`config.mk`:
```
export PLATFORM = sky130hd
export DESIGN_NAME = terminal_arbiter
export DESIGN_NICKNAME = d
export VERILOG_FILES = /design/src/rtl/pbl_term_pkg.sv /design/src/rtl/terminal_slot.sv /design/src/rtl/terminal_arbiter.sv
export SDC_FILE = /design/constraint.sdc
export NUM_CORES = 1
export LEC_CHECK = 0
export CAP_MARGIN = 20
export CELL_PAD_IN_SITES_DETAIL_PLACEMENT = 0
export CELL_PAD_IN_SITES_GLOBAL_PLACEMENT = 2
export CORE_ASPECT_RATIO = 1.1
export CORE_MARGIN = 3
export CORE_UTILIZATION = 34
export CTS_CLUSTER_DIAMETER = 50
export DETAILED_ROUTE_END_ITERATION = 12
export MAX_ROUTING_LAYER = met4
export PLACE_DENSITY = 0.88
export SLEW_MARGIN = 20
export SYNTH_ARGS = -nofsm -noshare
export SYNTH_HDL_FRONTEND = slang
export SYNTH_HIERARCHICAL = 1
export SYNTH_SLANG_ARGS = --single-unit
```
`constraint.sdc`:
```
create_clock -name clk -period 2.48 [get_ports clk]
set_input_delay 0.496 -clock clk [delete_from_list [all_inputs] [get_ports clk]]
set_output_delay 0.496 -clock clk [all_outputs]
set_load 0.03 [all_outputs]
```
`src/rtl/pbl_term_pkg.sv`:
```
// Shared definitions for the terminal arbiter slice.
// Holds the terminal-select encodings, the "no function" code, the
// per-terminal FSM state type and the candidate-qualification helper used
// by the top level to steer requests into the matrix and LED slots.
package pbl_term_pkg;

  // Target select encoding presented by each station.
  localparam logic TGT_MATRIZ = 1'b0;
  localparam logic TGT_LEDS   = 1'b1;

  // Function code meaning "denied / no function"; never shown on a terminal.
  localparam logic [2:0] CODE_NONE = 3'b000;

  typedef enum logic [1:0] {
    IDLE = 2'd0,
    SHOW = 2'd1,
    GAP  = 2'd2
  } term_state_t;

  // A station competes for a terminal only when it is eligible (req & armed),
  // carries a real function code and points its target at that terminal.
  function automatic logic is_candidate(input logic       eligible,
                                        input logic [2:0] code,
                                        input logic       tgt,
                                        input logic       slot_tgt);
    return eligible && (code != CODE_NONE) && (tgt == slot_tgt);
  endfunction

endpackage

```
`src/rtl/terminal_slot.sv`:
```
// One output terminal (matrix or LED bank): arbitration between the two
// stations, display hold timer, guard gap timer and the terminal's output
// registers.
//
// state | meaning
// ------+---------------------------------------------------------------
// IDLE  | terminal free; grants a candidate on the next edge
// SHOW  | code displayed; counts down the hold time or ends on owner release
// GAP   | blanked guard interval before the terminal may be granted again
//
// Ports:
//   clk, rst_n        system clock, async active-low reset
//   cand0, cand1      station is a qualified candidate for this terminal
//   code0, code1      station function codes (latched at the grant edge)
//   rel0, rel1        early release requests; only the owner's is honoured
//   take0, take1      combinational grant decision for this edge (top
//                     registers these into the ack pulses and disarms)
//   valid             terminal is showing a granted code
//   code              displayed code, CODE_NONE whenever not valid
//   owner             station that owns / last owned the terminal
module terminal_slot
  import pbl_term_pkg::*;
#(
  parameter int HOLD_CYCLES = 50000000,
  parameter int GAP_CYCLES  = 1,
  parameter int CNT_W       = 26
) (
  input  logic       clk,
  input  logic       rst_n,
  input  logic       cand0,
  input  logic       cand1,
  input  logic [2:0] code0,
  input  logic [2:0] code1,
  input  logic       rel0,
  input  logic       rel1,
  output logic       take0,
  output logic       take1,
  output logic       valid,
  output logic [2:0] code,
  output logic       owner
);

  // Counter is loaded with N-1 so the state lasts exactly N cycles.
  localparam logic [CNT_W-1:0] HOLD_LOAD = CNT_W'(HOLD_CYCLES - 1);
  localparam logic [CNT_W-1:0] GAP_LOAD  = CNT_W'((GAP_CYCLES > 0) ? GAP_CYCLES - 1 : 0);
  localparam logic [CNT_W-1:0] CNT_ONE   = CNT_W'(1);

  term_state_t      state;
  logic [CNT_W-1:0] cnt;
  logic             rr_ptr;    // station that wins the next tie
  logic             rel_owner;

  // Grant decision: a lone candidate always wins; a tie goes to rr_ptr.
  always_comb begin
    take0 = 1'b0;
    take1 = 1'b0;
    if (state == IDLE) begin
      if (cand0 && cand1) begin
        take0 = ~rr_ptr;
        take1 = rr_ptr;
      end else begin
        take0 = cand0;
        take1 = cand1;
      end
    end
  end

  assign rel_owner = owner ? rel1 : rel0;

  always_ff @(posedge clk or negedge rst_n) begin
    if (!rst_n) begin
      state  <= IDLE;
      cnt    <= '0;
      rr_ptr <= 1'b0;
      valid  <= 1'b0;
      code   <= CODE_NONE;
      owner  <= 1'b0;
    end else begin
      case (state)
        IDLE: begin
          if (take0 || take1) begin
            state <= SHOW;
            valid <= 1'b1;
            code  <= take1 ? code1 : code0;
            owner <= take1;
            cnt   <= HOLD_LOAD;
            // Pointer only moves when it actually settled a tie.
            if (cand0 && cand1) begin
              rr_ptr <= ~rr_ptr;
            end
          end
        end

        SHOW: begin
          if ((cnt == '0) || rel_owner) begin
            valid <= 1'b0;
            code  <= CODE_NONE;
            if (GAP_CYCLES > 0) begin
              state <= GAP;
              cnt   <= GAP_LOAD;
            end else begin
              state <= IDLE;
              cnt   <= '0;
            end
          end else begin
            cnt <= cnt - CNT_ONE;
          end
        end

        GAP: begin
          if (cnt == '0) begin
            state <= IDLE;
          end else begin
            cnt <= cnt - CNT_ONE;
          end
        end

        default: begin
          state <= IDLE;
          cnt   <= '0;
          valid <= 1'b0;
          code  <= CODE_NONE;
        end
      endcase
    end
  end

endmodule

```
`src/rtl/terminal_arbiter.sv`:
```
// Shares the matrix and LED-bank terminals between stations IS01/IS02.
// Each station issues a level request with a target select and a 3-bit
// function code; the block acknowledges each request exactly once, rejects
// code 000 without touching a terminal, and otherwise hands the request to
// the terminal slot it targets.
//
// Ports:
//   clk, rst_n                  system clock, async active-low reset
//   req0/tgt0/code0/rel0        station 0 request, target (0 matrix, 1 LEDs),
//                               function code, early release
//   req1/tgt1/code1/rel1        same for station 1
//   ack0, ack1                  one-cycle accept pulse
//   rej0, rej1                  one-cycle reject pulse (with ack) for code 000
//   mat_valid/mat_code/mat_owner  matrix terminal outputs
//   led_valid/led_code/led_owner  LED bank terminal outputs
module terminal_arbiter
  import pbl_term_pkg::*;
#(
  parameter int HOLD_CYCLES = 50000000,
  parameter int GAP_CYCLES  = 1,
  // 2**CNT_W must exceed max(HOLD_CYCLES, GAP_CYCLES).
  parameter int CNT_W       = 26
) (
  input  logic       clk,
  input  logic       rst_n,
  input  logic       req0,
  input  logic       tgt0,
  input  logic [2:0] code0,
  input  logic       rel0,
  input  logic       req1,
  input  logic       tgt1,
  input  logic [2:0] code1,
  input  logic       rel1,
  output logic       ack0,
  output logic       ack1,
  output logic       rej0,
  output logic       rej1,
  output logic       mat_valid,
  output logic [2:0] mat_code,
  output logic       mat_owner,
  output logic       led_valid,
  output logic [2:0] led_code,
  output logic       led_owner
);

  logic armed0, armed1;
  logic elig0, elig1;
  logic rej_take0, rej_take1;
  logic cand_m0, cand_m1, cand_l0, cand_l1;
  logic take_m0, take_m1, take_l0, take_l1;
  logic take0, take1;

  assign elig0 = req0 & armed0;
  assign elig1 = req1 & armed1;

  // Code 000 is answered immediately, whatever the terminals are doing.
  assign rej_take0 = elig0 & (code0 == CODE_NONE);
  assign rej_take1 = elig1 & (code1 == CODE_NONE);

  assign cand_m0 = is_candidate(elig0, code0, tgt0, TGT_MATRIZ);
  assign cand_m1 = is_candidate(elig1, code1, tgt1, TGT_MATRIZ);
  assign cand_l0 = is_candidate(elig0, code0, tgt0, TGT_LEDS);
  assign cand_l1 = is_candidate(elig1, code1, tgt1, TGT_LEDS);

  terminal_slot #(
    .HOLD_CYCLES (HOLD_CYCLES),
    .GAP_CYCLES  (GAP_CYCLES),
    .CNT_W       (CNT_W)
  ) u_mat (
    .clk   (clk),
    .rst_n (rst_n),
    .cand0 (cand_m0),
    .cand1 (cand_m1),
    .code0 (code0),
    .code1 (code1),
    .rel0  (rel0),
    .rel1  (rel1),
    .take0 (take_m0),
    .take1 (take_m1),
    .valid (mat_valid),
    .code  (mat_code),
    .owner (mat_owner)
  );

  terminal_slot #(
    .HOLD_CYCLES (HOLD_CYCLES),
    .GAP_CYCLES  (GAP_CYCLES),
    .CNT_W       (CNT_W)
  ) u_led (
    .clk   (clk),
    .rst_n (rst_n),
    .cand0 (cand_l0),
    .cand1 (cand_l1),
    .code0 (code0),
    .code1 (code1),
    .rel0  (rel0),
    .rel1  (rel1),
    .take0 (take_l0),
    .take1 (take_l1),
    .valid (led_valid),
    .code  (led_code),
    .owner (led_owner)
  );

  // A station targets exactly one terminal, so at most one source fires.
  assign take0 = take_m0 | take_l0 | rej_take0;
  assign take1 = take_m1 | take_l1 | rej_take1;

  // Disarming at the decision edge keeps a still-high req from being
  // granted again in the cycle where its ack is visible.
  always_ff @(posedge clk or negedge rst_n) begin
    if (!rst_n) begin
      armed0 <= 1'b1;
      armed1 <= 1'b1;
      ack0   <= 1'b0;
      ack1   <= 1'b0;
      rej0   <= 1'b0;
      rej1   <= 1'b0;
    end else begin
      ack0 <= take0;
      ack1 <= take1;
      rej0 <= rej_take0;
      rej1 <= rej_take1;

      if (take0)      armed0 <= 1'b0;
      else if (!req0) armed0 <= 1'b1;

      if (take1)      armed1 <= 1'b0;
      else if (!req1) armed1 <= 1'b1;
    end
  end

endmodule
```
## Word level (Yosys, flattened, before mapping)

Cells that the tools add are included.

| storage, ports and cells | value |
|---|---|
| logic and storage cells | 122 |
| flip-flop bits (word level) | 74 |
| input bits | 14 |
| output and inout port bits | 14 |

| operators by class | value |
|---|---|
| equal/unequal tests | 14 |
| multiplexer cells | 44 |
| bitwise operators | 14 |
| reduce and logical (&&, ||, !) cells | 30 |
| add/subtract/negate cells | 2 |

Operators by type and width:

| cell | number |
|---|---|
| 26-bit 2-to-1 mux | 6 |
| 26-bit one-hot mux with 3 select lines | 2 |
| 26-bit logical NOT | 2 |
| 26-bit by 1-bit subtractor with 26-bit output (second input constant) | 2 |
| 1-bit 2-to-1 mux | 18 |
| 3-bit 2-to-1 mux | 6 |
| 3-bit one-hot mux with 3 select lines | 2 |
| 3-bit AND reduction | 6 |
| 2-bit 2-to-1 mux | 6 |
| 2-bit by 1-bit != test with 1-bit output (second input constant) | 6 |
| 2-bit one-hot mux with 3 select lines | 2 |
| 1-bit logical AND | 8 |
| 2-bit != test (second input constant) | 4 |
| 2-bit AND reduction | 4 |
| 3-bit logical NOT | 2 |
| 1-bit inverter | 6 |
| 1-bit one-hot mux with 3 select lines | 2 |
| 3-bit nonzero test | 2 |
| 1-bit AND | 4 |
| 2-bit by 1-bit equality test with 1-bit output (second input constant) | 2 |
| 2-bit equality test (second input constant) | 2 |
| 2-bit logical NOT | 2 |
| 1-bit logical OR | 4 |
| 1-bit OR | 4 |

## Longest topological paths before layout

Gate-level depths: netlist of the first run.

| depth | value |
|---|---|
| depth in word-level cells | 9 |
| mapped depth | 9 |
| gate-level depth less buffers | 7 |

## Modules after synthesis

The synthesis of the first run kept the hierarchy.

Modules (own cells, without submodules):

| module | times used | area an instance (um2) | seq. area each (um2) | cells an instance |
|---|---|---|---|---|
| terminal_slot (u_mat) | 1 | 2227.1 | 850.8 | 254 |
| terminal_slot (u_led) | 1 | 2103.3 | 850.8 | 233 |
| terminal_arbiter | 1 | 292.8 | 152.6 | 24 |

## Worst setup path before layout of the first run

Ideal clock, no wire load.

| path | value |
|---|---|
| kind | register to register |
| start point | register u_mat.cnt[15] |
| end point | register u_mat.valid |
| path slack | 58 ps |
| data arrival time | 2294 ps |
| clock period less this slack | 2422 ps |
| setup time | 128 ps |
| required time | 2352 ps |
| stages on the path, launching flop included | 9 |
| buffers on the path | 3 |
| cell sequence | dfrtp_1 -> or4_1 -> buf_2 -> or4_4 -> buf_6 -> o31ai_4 -> o21a_4 -> buf_8 -> o22ai_4 |

| between the ends | value |
|---|---|
| cells in the longest elaborated chain, start to end | 4 |

RTL lines:

| item | RTL line | source |
|---|---|---|
| from (decl) | terminal_slot.sv:49 | `logic [CNT_W-1:0] cnt;` |
| from (signal assigned) | terminal_slot.sv:106 | `cnt <= cnt - CNT_ONE;` |
| from (signal assigned) | terminal_slot.sv:114 | `cnt <= cnt - CNT_ONE;` |
| 26-bit logical NOT | terminal_slot.sv:95 | `if ((cnt == '0) \|\| rel_owner) begin` |
| 1-bit logical OR | terminal_slot.sv:95 |  |
| 2-bit by 1-bit != test with 1-bit output (no source line) | n/a |  |
| 3-bit AND reduction (no source line) | n/a |  |
| to (signal assigned) | terminal_slot.sv:83 | `valid <= 1'b1;` |
| to (signal assigned) | terminal_slot.sv:96 | `valid <= 1'b0;` |
| to (signal assigned) | terminal_slot.sv:121 | `valid <= 1'b0;` |
| to (decl) | terminal_slot.sv:38 | `output logic valid,` |

Every way passes these cells.
A chain may end at the register's enable or synchronous reset.

## Worst setup path after layout of the first run

| path | value |
|---|---|
| start point | register u_mat.cnt[17] |
| end point | register u_mat.cnt[14] |

| between the ends | value |
|---|---|
| cells in the longest elaborated chain, start to end | 4 |
| elaborated cells between the ends (all ways) | 6 |
| classes of those cells | 1 x eq/ne; 2 x mux; 3 x reduce/logical |

RTL lines:

| item | RTL line | source |
|---|---|---|
| 26-bit logical NOT (*) | terminal_slot.sv:95, terminal_slot.sv:111 |  |
| 1-bit logical OR | terminal_slot.sv:95 |  |
| 26-bit 2-to-1 mux | terminal_slot.sv:95 |  |
| 26-bit one-hot mux with 3 select lines | terminal_slot.sv:79 | `case (state)` |

Every way passes the cells marked *; elsewhere a longest branch is shown, timed or not.

==> impl_metrics.csv, run 1 <==
group,metric,value,unit
outcome,status,"finished, final reports clean",
route,routedWlPerCell,17.55,µm
yosys,ys_ff_latch,74,
clock_tree,cts_hold_buffers,0,
worst_hold_path,hold_class,"in2async",
critical_path,crit_fanout,5,
yosys,syn_avg_cell_area,9.047,µm²
clock_tree,cts.sinks,74,
floorplan,rows,44,
grt,antenna_found_initial,0,
sta,fin_hold_ws,0.1007,ns
finish,seq_area,1854,µm²
critical_path,path_delay_family,"simple AND/OR/NAND/NOR gates",
sta,slew_headroom,62.99,%
yosys,synthFlopType,"dfrtp_1",
sta,rsz0062_at_grt,"yes",
pwr,vdd_ir_drop_max,0.7692,mV
yosys,synth-edff-count,0,
grt,grt_util_all_layers,19.99,%
finish,fillerInstances,1299,
pwr,p_leak,2.566,nW
pwr,p_total,0.005427,W
sta,min_period_over_period,97.24,%
sta,finClkSkew,0.008796,ns
placement,port_buffers,27,
placement,hpwl,10330,µm
grt,grt_start_max_net_pins,42,
floorplan,initial_core_util,34.85,%
critical_path,slowest_stage,"or4_4",
finish,nNetsFinal,619,
yosys,syn_area,4623,µm²
sta,setup_tns,0,ns
placement,routabilityCongestion,0.8887,
floorplan,num_io_pins,28,
clock_tree,insertion_delay,0.34,ns
clock_tree,cts_setup_buffers,0,
yosys,ys_types,75,
clock_tree,post_cts_resized,0,
clock_tree,ctsHtreeMaxLevel,3,
finish,drive_gt1_share,22.53,%
clock_tree,cts_root_buffer,"clkbuf_16",
sta,min_period,2.412,ns
clock_tree,clockBufferDepth,2,
clock_tree,cts_inserted_buffers,9,
route,postRouteAntennaNets,0,
yosys,ys_warn_count,6,
route,drtIter0Drc,294,
sta,finalHoldViolations,0,
sta,max_freq,414.7,MHz
clock_tree,cts_tree,"built",
finish,synthToLayoutAreaGrowth,28.88,%
sta,slew_violations,0,
floorplan,die_area,15030,µm²
floorplan,die_w,117.2,µm
critical_path,crit_buf_inv,1,
critical_path,end_kind,"register",
floorplan,die_h,128.3,µm
critical_path,worstSetupPathType,"reg2reg",
critical_path,crit_cells,6,
placement,dp.cells,776,
clock_tree,clk_pin_slew,0.06,ns
finish,layout_common_cells,"buf_4, dfrtp_1, nor2_1",
finish,finalNonFillerCells,792,
finish,final_util,44.91,%
critical_path,slowest_delay,0.58,ns
grt,grt_overflow_total,0,
pwr,p_per_area,910.8,nW/µm²
route,num_vias,4543,
critical_path,crit_chain,"or4_4 -> nor4_4 -> buf_4 -> nand4_1 -> and3_1 -> a32o_1",
route,wirelength,13900,µm
grt,grt_pass1_wl,23050,µm
yosys,synth-seq-area-share,40.11,%
critical_path,cp.arrival,2.64,ns
floorplan,core,13270,µm²
finish,multi_input_area,2594,µm²
route,vias_per_cell,5.736,
route,dr.pass1.iters,5,
critical_path,reg2reg_depth,6,
yosys,syn_nets,527,
finish,n_antenna_cell,0,
run,maxCapViolCount,0,
critical_path,cp.required,2.70,ns
sta,setup_viol,0,
finish,final_common_cell,"buf_4",
yosys,synth_cells,511,
yosys,async_reset_ff_share,100.0,%
sta,worst_pin_slew,0.5510,ns
critical_path,start_kind,"register",
route,drc,0,
grt,grt_pass1_vias,4498,
[final timing paths]
path	start	endpoint	slack [ns]
min in group clk	u_led/rr_ptr	u_led/rr_ptr	0.49
min reg2reg	u_led/rr_ptr	u_led/rr_ptr	0.49
max reg2reg	u_mat/cnt[17]	u_mat/cnt[14]	0.07
max	u_mat/cnt[17]	u_mat/cnt[14]	0.07
min	rst_n	u_led/cnt[22]	0.10
max in group asynchronous	rst_n	armed0	1.73
[cell families after synthesis]
| logic type | Yosys count | share of synthesized area [%] |
|---|---|---|
| AO/OA/AOI/OAI | 179 | 28.07 |
| XOR/XNOR | 3 | 0.5684 |
| adder cells (fa/ha/maj) | 2 | 0.5412 |
| buffers and inverters | 48 | 4.573 |
| flip-flops | 74 | 40.11 |
| multiplexers | 5 | 1.110 |
| AND/OR/NAND/NOR | 200 | 25.03 |
[flip-flops by register name (all words and copies together) (netlist names)]
name,flops
u_led/valid,1
u_mat/rr_ptr,1
armed1,1
rej0,1
u_led/owner,1
u_led/state,2
u_led/cnt,26
u_mat/cnt,26
armed0,1
u_mat/state,2
u_led/rr_ptr,1
u_mat/owner,1
ack1,1
ack0,1
rej1,1
u_led/code,3
u_mat/code,3
u_mat/valid,1
[per-layer routing]
metal  vias up  GRT usage (%)  share of wire [%]
li1       2157              -                  -
met2       118          31.26                 50
met1      2247          26.14                 45
met3        21          3.258                3.6
met5         -              -                  0
met4         0          7.018                2.0
[synthesized netlist by cell type (4+ instances only)]
master / count / share of area [%]
a211o_1: 4 / 0.76
a21o_1: 6 / 0.97
a21oi_1: 27 / 2.9
a22o_1: 9 / 1.7
a22oi_1: 4 / 0.65
a31oi_1: 15 / 2.0
a41oi_1: 5 / 0.95
and2_1: 9 / 1.2
and3_1: 11 / 1.5
buf_2: 4 / 0.43
clkbuf_1: 18 / 1.5
dfrtp_1: 72 / 39
inv_1: 21 / 1.7
mux2i_1: 4 / 0.87
nand2_1: 28 / 2.3
nand2b_1: 5 / 0.68
nand3_1: 15 / 1.6
nand4_1: 10 / 1.4
nor2_1: 38 / 3.1
nor2b_1: 4 / 0.54
nor3_1: 31 / 3.4
nor4_1: 8 / 1.1
o211ai_1: 11 / 1.8
o21a_1: 6 / 0.97
o21ai_0: 21 / 2.3
o21ai_1: 15 / 1.6
o22ai_1: 4 / 0.54
o2bb2ai_1: 13 / 2.5
o31ai_1: 5 / 0.81
o41ai_1: 6 / 1.1
or2_2: 4 / 0.54
or3_1: 6 / 0.81
or4_1: 9 / 1.5
[where the power goes]
| part | internal (W) | leakage [nW] | total (W) | switching [W] |
|---|---|---|---|---|
| Sequential | 0.00148 | 0.946 | 0.00178 | 0.000305 |
| Combinational | 0.00103 | 1.48 | 0.00233 | 0.00131 |
| Clock | 0.000781 | 0.139 | 0.00131 | 0.000530 |
[metrics by stage]
step,worst slack [ns],instance area (µm²)
floorplan,0.05814,4623
global placement,-0.1552,5622
detailed placement,-0.2542,5622
CTS,0.05626,5918
global route,-0.02220,5958
finish,0.06835,5958
[cell type report]
cell class / count / share of cell area, %
clock inverter: 6 / 1.134
sequential: 74 / 31.12
inverter: 21 / 1.323
multi-input combinational: 389 / 43.53
clock buffer: 10 / 3.843
tap: 184 / 3.864
timing repair buffer: 108 / 15.18
Power figures use the tool's default switching activity.
==> run 2, diff against run 1 <==
--- a/config.mk
+++ b/config.mk
@@ -10,11 +10,12 @@
 export CELL_PAD_IN_SITES_GLOBAL_PLACEMENT = 2
 export CORE_ASPECT_RATIO = 1.1
 export CORE_MARGIN = 3
-export CORE_UTILIZATION = 34
+export CORE_UTILIZATION = 36
 export CTS_CLUSTER_DIAMETER = 50
 export DETAILED_ROUTE_END_ITERATION = 12
+export DONT_BUFFER_PORTS = 1
 export MAX_ROUTING_LAYER = met4
-export PLACE_DENSITY = 0.88
+export PLACE_DENSITY = 0.87
 export SLEW_MARGIN = 20
 export SYNTH_ARGS = -nofsm -noshare
 export SYNTH_HDL_FRONTEND = slang
==> run 2 against run 1 <==
Net effect: non-clock buffer count shrank 54; sequential share of layout area rose by 2.8 points; setup slack improved by 0.033 ns; flip-flop and latch count is the same; largest cell class unchanged; design area is 8.1% lower; highest routed layer unchanged; worst hold slack got worse by 0.085 ns.
==> impl_metrics.csv, run 2 (synthesis results as in run 1) <==
group,metric,value,unit
grt,antenna_found_initial,0,
finish,final_common_cell,"dfrtp_1",
floorplan,die_w,114.1,µm
sta,rsz0062_at_grt,"no",
finish,layout_common_cells,"dfrtp_1, buf_4, nor2_1",
finish,nNetsFinal,567,
pwr,p_int,0.003236,W
route,vias_per_cell,6.183,
sta,setup_viol,0,
placement,port_buffers,0,
sta,setup_tns,0,ns
floorplan,rows,42,
pwr,p_per_area,969.4,nW/µm²
floorplan,num_io_pins,28,
critical_path,slowest_stage,"or3b_4",
placement,dp_slack,0.03947,ns
critical_path,worstSetupPathType,"reg2reg",
grt,grt_pass1_wl,22170,µm
sta,fin_ws,0.1017,ns
clock_tree,cts_inserted_buffers,9,
pwr,p_comb_share,39.8,%
route,dr.pass1.iters,5,
clock_tree,insertion_delay,0.34,ns
pwr,switching_power,0.002069,W
sta,min_period_over_period,95.90,%
finish,drive_gt1_share,19.06,%
route,wirelength,13520,µm
critical_path,slowest_delay,0.45,ns
pwr,clkPwrFrac,25.5,%
critical_path,crit_chain,"inv_1 -> ha_1 -> or3b_4 -> nor4_4 -> buf_4 -> a31o_4 -> o21ai_1 -> a221o_1",
floorplan,core,12300,µm²
sta,finClkSkew,0.008995,ns
pwr,swShare,38.99,%
outcome,status,"finished, final reports clean",
sta,slew_headroom,65.60,%
clock_tree,clockBufferDepth,2,
critical_path,cp.required,2.70,ns
finish,n_antenna_cell,0,
clock_tree,cts_tree,"built",
clock_tree,cts.sinks,74,
pwr,vdd_ir_drop_max,0.7699,mV
finish,top_regs,"u_led/cnt (26), u_mat/cnt (26)",
route,postRouteAntennaNets,0,
route,routed-wl-met3,630,µm
grt,grt_util_all_layers,19.78,%
clock_tree,ctsHtreeMaxLevel,3,
pwr,p_seq_share,34.8,%
placement,placed_area,5079,µm²
finish,fillerInstances,1189,
finish,final_cell_area,5473,µm²
finish,synthToLayoutAreaGrowth,18.38,%
grt,grt_overflow_total,0,
placement,routabilityCongestion,0.8870,
critical_path,crit_fanout,5,
sta,slew_violations,0,
route,routedWlPerCell,19.04,µm
pwr,p_leak,2.350,nW
route,routed.top_layer,"met4",
sta,max_freq,420.5,MHz
route,wl_met1,5767,µm
floorplan,die_area,14240,µm²
route,num_vias,4390,
placement,hpwl,9633,µm
run,maxCapViolCount,0,
clock_tree,cts_root_buffer,"clkbuf_16",
worst_hold_path,hold_class,"in2async",
sta,min_period,2.378,ns
critical_path,cp.arrival,2.60,ns
route,dr_wl_met2,6682,µm
route,drtIter0Drc,302,
sta,finalHoldViolations,0,
route,drc,0,
critical_path,start_kind,"register",
floorplan,die_h,124.9,µm
floorplan,initial_core_util,37.60,%
sta,worst_pin_slew,0.5160,ns
clock_tree,clk_pin_slew,0.06,ns
critical_path,end_kind,"register",
grt,grt_start_max_net_pins,75,
grt,grt_pass1_vias,4421,
run 2: changes by cell type in the layout (fill, tap and decap cells not counted), moves of 2 or more:
cell             delta
buf_4              -27
clkbuf_8            +3
clkdlybuf4s50_1    -26
clkinv_4            -2
clkinvlp_4          -2
o21ai_1             +2
run 2: timing repair:
item / 4_1_cts / 5_1_grt
hold endpoints to repair: 74 / 0
buffers inserted: 0 / 2
hold buffers: 1 / 0
resized for setup: 0 / 6
endpoints found under the setup margin: 0 / 31
run 2: path summary, 6_finish.rpt:
check                      cells after the start            end         start  slack, ns
setup / recovery                               8  u_led/cnt[22]  u_led/cnt[0]       0.10
hold / removal                                 1  u_led/cnt[10]         rst_n       0.02
setup reg to reg                               8  u_led/cnt[22]  u_led/cnt[0]       0.10
hold reg to reg                                1   u_led/rr_ptr  u_led/rr_ptr       0.49
max in group asynchronous                      1         armed1         rst_n       2.07
min in group clk                               2         armed1          req1       0.34
run 2: through the flow:
step,utilization (%),total power (W),cells,hold WS (ns)
after global routing,44.51,0.005643,710,0.06916
final,44.51,0.005305,710,0.01519
after detailed placement,41.30,0.003888,689,0.2023
after CTS,44.04,0.005299,706,0.05919
after floorplan,-,0.003218,511,0.2004
after global placement,41.30,0.003857,689,0.2021
run 2: area by class of cell:
cell class	instances	area, µm²	area share (%)
clock buffers	14	274.0	5.007
multi-input cells	391	2600	47.51
well taps	154	192.7	3.521
clock inverters	2	35.03	0.6401
flip-flops and latches	74	1854	33.88
repair buffers	54	437.9	8.002
inverters	21	78.83	1.440
run 2: power by group through the flow:
| stage | Sequential, W | Clock, W | Combinational (W) |
|---|---|---|---|
| after floorplan | 0.00178 | 0 | 0.00143 |
| after global placement | 0.00185 | 0 | 0.00201 |
| after detailed placement | 0.00185 | 0 | 0.00204 |
| after CTS | 0.00183 | 0.00139 | 0.00208 |
| after global routing | 0.00189 | 0.00145 | 0.00230 |
| final | 0.00184 | 0.00135 | 0.00211 |
run 2: worst max-delay path, delay by kind of cell, from the launching register on:
kind | cells | cell delay, ns
buffers and inverters | 2 | 0.29
and+or+nand+nor | 2 | 0.77
AOI/OAI and AO/OA | 3 | 0.58
DFF | 1 | 0.42
adders and majority gates | 1 | 0.21
run 2: routing by layer:
metal	up-vias	GRT usage, %
met3	40	4.665
met2	136	31.81
met4	0	8.735
met1	2160	23.45
li1	2054	-
met5	-	-
